==> config.mk <==
export PLATFORM = sky130hd
export DESIGN_NAME = butterfly_radix2_pipe
export DESIGN_NICKNAME = d
export VERILOG_FILES = /design/src/rtl/butterfly_radix2_pipe.sv
export SDC_FILE = /design/constraint.sdc
export NUM_CORES = 2
export LEC_CHECK = 0
export BUFFER_PORTS_ARGS = -buffer_cell sky130_fd_sc_hd__clkbuf_2
export CORE_UTILIZATION = 57
export CTS_CLUSTER_DIAMETER = 30
export DETAILED_ROUTE_END_ITERATION = 6
export PLACE_DENSITY = 0.77
export SETUP_SLACK_MARGIN = 0.3
export SLEW_MARGIN = 0
export SYNTH_ARGS = -nofsm -noshare
export SYNTH_HDL_FRONTEND = slang
export SYNTH_SLANG_ARGS = --single-unit
==> constraint.sdc <==
create_clock -name clk -period 6.94 [get_ports clk]
set_clock_uncertainty 0.1 [all_clocks]
set_input_delay 1.041 -clock clk [delete_from_list [all_inputs] [get_ports clk]]
set_output_delay 1.041 -clock clk [all_outputs]
set_load 0.02 [all_outputs]
==> src/rtl/butterfly_radix2_pipe.sv <==
// Three-stage pipelined radix-2 DIF butterfly: y0 = x0 + x1, y1 = (x0 - x1) * W,
// with rounding, optional /2 scaling and saturation. Define BFLY_OVF_CNT_EN to add ovf_count.
module butterfly_radix2_pipe #(
  parameter int WIDTH    = 16,
  parameter int TW_WIDTH = 16
) (
  input  logic                       clk,
  input  logic                       rst_n,
  input  logic                       clear,
  input  logic                       in_valid,
  output logic                       in_ready,
  input  logic                       inverse,
  input  logic                       scale,
  input  logic signed [WIDTH-1:0]    x0_real,
  input  logic signed [WIDTH-1:0]    x0_imag,
  input  logic signed [WIDTH-1:0]    x1_real,
  input  logic signed [WIDTH-1:0]    x1_imag,
  input  logic signed [TW_WIDTH-1:0] tw_real,
  input  logic signed [TW_WIDTH-1:0] tw_imag,
  output logic                       out_valid,
  input  logic                       out_ready,
  output logic signed [WIDTH-1:0]    y0_real,
  output logic signed [WIDTH-1:0]    y0_imag,
  output logic signed [WIDTH-1:0]    y1_real,
  output logic signed [WIDTH-1:0]    y1_imag,
  output logic                       ovf,
  output logic                       ovf_sticky
`ifdef BFLY_OVF_CNT_EN
  ,
  output logic [15:0]                ovf_count
`endif
);

  localparam int SW = WIDTH + 1;
  localparam int PW = WIDTH + TW_WIDTH + 2;
  localparam int RW = PW + 1;

  localparam logic signed [RW-1:0] SAT_MAX = {{(RW-WIDTH+1){1'b0}}, {(WIDTH-1){1'b1}}};
  localparam logic signed [RW-1:0] SAT_MIN = {{(RW-WIDTH+1){1'b1}}, {(WIDTH-1){1'b0}}};
  localparam logic signed [RW-1:0] ONE     = {{(RW-1){1'b0}}, 1'b1};
  localparam logic signed [RW-1:0] RND_LO  = ONE <<< (TW_WIDTH-2);
  localparam logic signed [RW-1:0] RND_HI  = ONE <<< (TW_WIDTH-1);

  // Returns {clamped, value}
  function automatic logic [WIDTH:0] sat_f(input logic signed [RW-1:0] v);
    if (v > SAT_MAX)      return {1'b1, SAT_MAX[WIDTH-1:0]};
    else if (v < SAT_MIN) return {1'b1, SAT_MIN[WIDTH-1:0]};
    else                  return {1'b0, v[WIDTH-1:0]};
  endfunction

  logic adv;

  // Stage 1 registers
  logic                       v1_q;
  logic signed [SW-1:0]       sr1_q, si1_q, dr1_q, di1_q;
  logic signed [SW-1:0]       sr1_d, si1_d, dr1_d, di1_d;
  logic signed [TW_WIDTH-1:0] tr1_q;
  logic signed [TW_WIDTH:0]   ti1_q, ti1_d;
  logic                       sc1_q;

  // Stage 2 registers
  logic                       v2_q;
  logic signed [SW-1:0]       sr2_q, si2_q;
  logic signed [PW-1:0]       pr2_q, pi2_q, pr2_d, pi2_d;
  logic                       sc2_q;

  // Stage 3 (output) registers
  logic                       v3_q;
  logic signed [WIDTH-1:0]    y0r_q, y0i_q, y1r_q, y1i_q;
  logic signed [WIDTH-1:0]    y0r_d, y0i_d, y1r_d, y1i_d;
  logic                       ovf_q, ovf_d;
  logic                       sticky_q, sticky_d;

  assign adv      = out_ready | ~v3_q;
  assign in_ready = adv;

  // S1: sum/diff at WIDTH+1 bits; conjugation folded into the twiddle imag part
  always_comb begin
    logic signed [TW_WIDTH:0] tie;
    sr1_d = {x0_real[WIDTH-1], x0_real} + {x1_real[WIDTH-1], x1_real};
    si1_d = {x0_imag[WIDTH-1], x0_imag} + {x1_imag[WIDTH-1], x1_imag};
    dr1_d = {x0_real[WIDTH-1], x0_real} - {x1_real[WIDTH-1], x1_real};
    di1_d = {x0_imag[WIDTH-1], x0_imag} - {x1_imag[WIDTH-1], x1_imag};
    tie   = {tw_imag[TW_WIDTH-1], tw_imag};
    ti1_d = inverse ? -tie : tie;
  end

  // S2: complex multiply, full precision
  always_comb begin
    logic signed [PW-1:0] ar, ai, br, bi;
    ar    = {{(PW-SW){dr1_q[SW-1]}}, dr1_q};
    ai    = {{(PW-SW){di1_q[SW-1]}}, di1_q};
    br    = {{(PW-TW_WIDTH){tr1_q[TW_WIDTH-1]}}, tr1_q};
    bi    = {{(PW-TW_WIDTH-1){ti1_q[TW_WIDTH]}}, ti1_q};
    pr2_d = ar * br - ai * bi;
    pi2_d = ar * bi + ai * br;
  end

  // S3: round half up, shift, saturate
  always_comb begin
    logic signed [RW-1:0] e1r, e1i, e0r, e0i;
    logic signed [RW-1:0] r1r, r1i, r0r, r0i;
    logic [WIDTH:0]       s1r, s1i, s0r, s0i;
    e1r = {{(RW-PW){pr2_q[PW-1]}}, pr2_q};
    e1i = {{(RW-PW){pi2_q[PW-1]}}, pi2_q};
    e0r = {{(RW-SW){sr2_q[SW-1]}}, sr2_q};
    e0i = {{(RW-SW){si2_q[SW-1]}}, si2_q};
    r1r = sc2_q ? ((e1r + RND_HI) >>> TW_WIDTH) : ((e1r + RND_LO) >>> (TW_WIDTH-1));
    r1i = sc2_q ? ((e1i + RND_HI) >>> TW_WIDTH) : ((e1i + RND_LO) >>> (TW_WIDTH-1));
    r0r = sc2_q ? ((e0r + ONE) >>> 1) : e0r;
    r0i = sc2_q ? ((e0i + ONE) >>> 1) : e0i;
    s1r = sat_f(r1r);
    s1i = sat_f(r1i);
    s0r = sat_f(r0r);
    s0i = sat_f(r0i);
    y0r_d = s0r[WIDTH-1:0];
    y0i_d = s0i[WIDTH-1:0];
    y1r_d = s1r[WIDTH-1:0];
    y1i_d = s1i[WIDTH-1:0];
    ovf_d = s0r[WIDTH] | s0i[WIDTH] | s1r[WIDTH] | s1i[WIDTH];
  end

  always_ff @(posedge clk or negedge rst_n) begin
    if (!rst_n) begin
      v1_q  <= 1'b0;
      sr1_q <= '0;
      si1_q <= '0;
      dr1_q <= '0;
      di1_q <= '0;
      tr1_q <= '0;
      ti1_q <= '0;
      sc1_q <= 1'b0;
      v2_q  <= 1'b0;
      sr2_q <= '0;
      si2_q <= '0;
      pr2_q <= '0;
      pi2_q <= '0;
      sc2_q <= 1'b0;
      v3_q  <= 1'b0;
      y0r_q <= '0;
      y0i_q <= '0;
      y1r_q <= '0;
      y1i_q <= '0;
      ovf_q <= 1'b0;
    end else if (adv) begin
      v1_q <= in_valid;
      if (in_valid) begin
        sr1_q <= sr1_d;
        si1_q <= si1_d;
        dr1_q <= dr1_d;
        di1_q <= di1_d;
        tr1_q <= tw_real;
        ti1_q <= ti1_d;
        sc1_q <= scale;
      end
      v2_q <= v1_q;
      if (v1_q) begin
        sr2_q <= sr1_q;
        si2_q <= si1_q;
        pr2_q <= pr2_d;
        pi2_q <= pi2_d;
        sc2_q <= sc1_q;
      end
      v3_q <= v2_q;
      if (v2_q) begin
        y0r_q <= y0r_d;
        y0i_q <= y0i_d;
        y1r_q <= y1r_d;
        y1i_q <= y1i_d;
      end
      ovf_q <= v2_q & ovf_d;
    end
  end

  always_comb begin
    sticky_d = sticky_q;
    if (clear)                         sticky_d = 1'b0;
    else if (v3_q & out_ready & ovf_q) sticky_d = 1'b1;
  end

  always_ff @(posedge clk or negedge rst_n) begin
    if (!rst_n) sticky_q <= 1'b0;
    else        sticky_q <= sticky_d;
  end

`ifdef BFLY_OVF_CNT_EN
  logic [15:0] cnt_q, cnt_d;

  always_comb begin
    cnt_d = cnt_q;
    if (clear)                                      cnt_d = '0;
    else if (v3_q & out_ready & ovf_q & ~(&cnt_q))  cnt_d = cnt_q + 16'd1;
  end

  always_ff @(posedge clk or negedge rst_n) begin
    if (!rst_n) cnt_q <= '0;
    else        cnt_q <= cnt_d;
  end

  assign ovf_count = cnt_q;
`endif

  assign out_valid  = v3_q;
  assign y0_real    = y0r_q;
  assign y0_imag    = y0i_q;
  assign y1_real    = y1r_q;
  assign y1_imag    = y1i_q;
  assign ovf        = ovf_q;
  assign ovf_sticky = sticky_q;

endmodule

==> flow_metrics.tcl <==
set metrics [dict create \
    hold_viol_final 0 \
    grt_usage 0.339 \
    seq_area_frac_synth 0.107 \
    wl_per_cell_um 20.8 \
    fin_crit_sh 1.10 \
    vias_per_cell 5.54 \
    grt_overflow 0 \
    yosys-top-cells-area "fa_1, dfrtp_1, inv_1" \
    cts_hold_buf 0 \
    syn_avg_cell_area_sq_um 9.19 \
    cts_buffers 77 \
    area_delta_synth_final_pct 18.7 \
    place_inst 7830 \
    layout_common_cells "inv_1, fa_1, nand2_1" \
    crit_type "reg -> reg" \
    drt_iter0_markers 3754 \
    antenna_found_initial 2 \
    firstDrtPassIters 6 \
    critPathArrivalTime_ns 8.05 \
    synth-edff-count 0 \
    cts_buffer_depth 3 \
    violations "setup timing" \
    grt_pass1_vias 48476 \
    fillers 7164 \
    detail-route-antenna-nets 0 \
    initial_utilization 0.576 \
    fmax_mhz 131 \
    final_nets 8391 \
    cts.sinks 244 \
    slew_violations 0 \
    grt_max_degree 164 \
    path_max_fanout 12 \
    clkTransAtPathRegs_ns 0.05 \
    cp.required_ns 7.33 \
    post-dp-hpwl_um 130000 \
    drc 0 \
    coreArea_sq_mm 0.0987 \
    syn_area_sq_mm 0.0569 \
    hold_class "in -> async" \
    stdcell_count 8030 \
    final-setup-viol-count 40 \
    grt_pass1_wl_um 264000 \
    netlist_instances 6191 \
    maxCapViolCount 0 \
    die_h_um 318 \
    tightest_slew_ns 1.13 \
    final_layout_size_suffix_gt1_frac 0.172 \
    synth_warnings 0 \
    worst_setup_path_end_kind "register" \
    cts_tree "built" \
    maxSlewHeadroom 0.249 \
    synth-main-ff-cell "dfrtp_1" \
    ys_seq_elements 244 \
    start_kind "register" \
    htreeDepth 3 \
    die_w_um 318 \
    min_period_ns 7.66 \
    vias 44451 \
    die-area_sq_mm 0.101 \
    num_rows 115 \
    ioPinCount 171 \
    yosysTopAreaCell "fa_1" \
    fin_ws_ns -0.717 \
    numPortBuffers 170 \
    clockRootBuffer "clkbuf_16" \
    routabilityCongestion 0.977 \
    rsz0062_at_grt "true" \
    synth_cell_type_count 88 \
    synthArstFlopShare 1.00 \
    layout_commonest_cell "inv_1" \
    syn-num-nets 7902 \
    diodes 0 \
    insertion_delay_ns 0.66 \
    drt_wl_total_um 167000 \
    synth_top_area_frac 0.444 \
    outcome "finished with violations" \
]
## cell type report
type                            instances  area, sq um  area share
Multi-Input combinational cell       4215        45400       0.672
Sequential cell                       244         6130      0.0908
Clock inverter                         37          618     0.00915
Clock buffer                          105         2180      0.0323
Inverter                             1415         5320      0.0787
Tap cell                             1287         1610      0.0238
Timing Repair Buffer                  727         6290      0.0931
## cell usage after synthesis (28+ instances only)
master    count
ha_1        347
and2_1      563
inv_1      1415
clkbuf_1    282
nor2_1      166
xor2_1       63
dfrtp_1     244
xnor2_1     136
nand2b_1     32
nand2_1     822
fa_1       1261
a21oi_1     127
o21ai_0     218
nand3_1      62
mux2_2       45
nor3_1       31
maj3_1       28
## cell families (layout without fill, tap and decap cells)
| group | Yosys count | in the layout | share of synthesized area |
|---|---|---|---|
| xor+xnor | 199 | 199 | 0.0306 |
| compound gates | 547 | 547 | 0.0596 |
| simple gates | 1782 | 1782 | 0.152 |
| flops | 244 | 244 | 0.107 |
| mux | 51 | 51 | 0.00998 |
| buf+inv | 1732 | 2284 | 0.115 |
| fa+ha+maj | 1636 | 1636 | 0.525 |
## critical path, cell delays in order, from the launching register on
cell	delay, ns
dfrtp_2	0.42
buf_12	0.16
buf_4	0.17
and2_1	0.16
fa_1	0.48
inv_1	0.05
fa_1	0.47
inv_1	0.05
fa_1	0.52
fa_1	0.45
fa_1	0.61
fa_1	0.46
fa_1	0.56
inv_1	0.07
fa_1	0.53
inv_1	0.06
ha_4	0.28
o21ai_4	0.07
a2111oi_4	0.41
nand2_1	0.15
buf_6	0.15
nor4_4	0.27
o21ai_1	0.14
nand3_1	0.11
a31oi_1	0.11
xnor2_1	0.37
o21ai_1	0.11
## worst paths after layout
path,slack [ns],depth (start not counted),startpoint,end
setup / recovery,-0.72,26,tr1_q[1]$_DFFE_PN0P_,pi2_q[33]$_DFFE_PN0P_
hold / removal,0.31,1,rst_n,y1_imag[1]$_DFFE_PN0P_
setup reg to reg,-0.72,26,tr1_q[1]$_DFFE_PN0P_,pi2_q[33]$_DFFE_PN0P_
hold reg to reg,0.37,2,sr1_q[5]$_DFFE_PN0P_,sr1_q[5]$_DFFE_PN0P_
max in group asynchronous,4.88,2,rst_n,dr1_q[6]$_DFFE_PN0P_
min in group clk,0.37,2,sr1_q[5]$_DFFE_PN0P_,sr1_q[5]$_DFFE_PN0P_
## flip-flops by register name, summed over array words and instances, names as in the netlist, 16 cells and up
register,flops
pi2_q,20
pr2_q,20
tr1_q,16
dr1_q,17
y1_real,16
sr1_q,16
ti1_q,17
sr2_q,17
y0_real,16
di1_q,17
si2_q,17
y0_imag,16
si1_q,16
y1_imag,16
## repair_timing
action	CTS	global route
setup endpoints to repair	40	40
gates resized for setup	105	149
hold endpoints to repair	0	0
pin swaps	51	141
cloned	3	3
buffers inserted	20	32
## metrics by stage
step | instance area (sq um) | worst slack, ns | utilization | hold slack, ns | TNS (ns)
after detailed placement | 63100 | -0.669 | 0.639 | 0.363 | -12.78
after floorplan | 57600 | -0.00303 | - | 0.342 | -0.00303
after global placement | 63100 | -0.515 | 0.639 | 0.358 | -7.62
after global routing | 67600 | -0.917 | 0.684 | 0.342 | -23.81
final | 67600 | -0.717 | 0.684 | 0.308 | -16.47
after CTS | 66600 | -0.431 | 0.675 | 0.322 | -9.17
## routing by layer
metal,vias to the layer above,part of all wire,wire length [um],global-route usage
met4,2,0.080,13400,0.228
met1,22611,0.37,61700,0.429
met2,1993,0.47,77800,0.536
li1,19338,-,-,-
met3,507,0.084,14100,0.0621
met5,-,0.000042,7,0
Power is left out: the tool's default activity adds up to more than one toggle a clock period on the data nets, which glitch-free logic cannot reach.
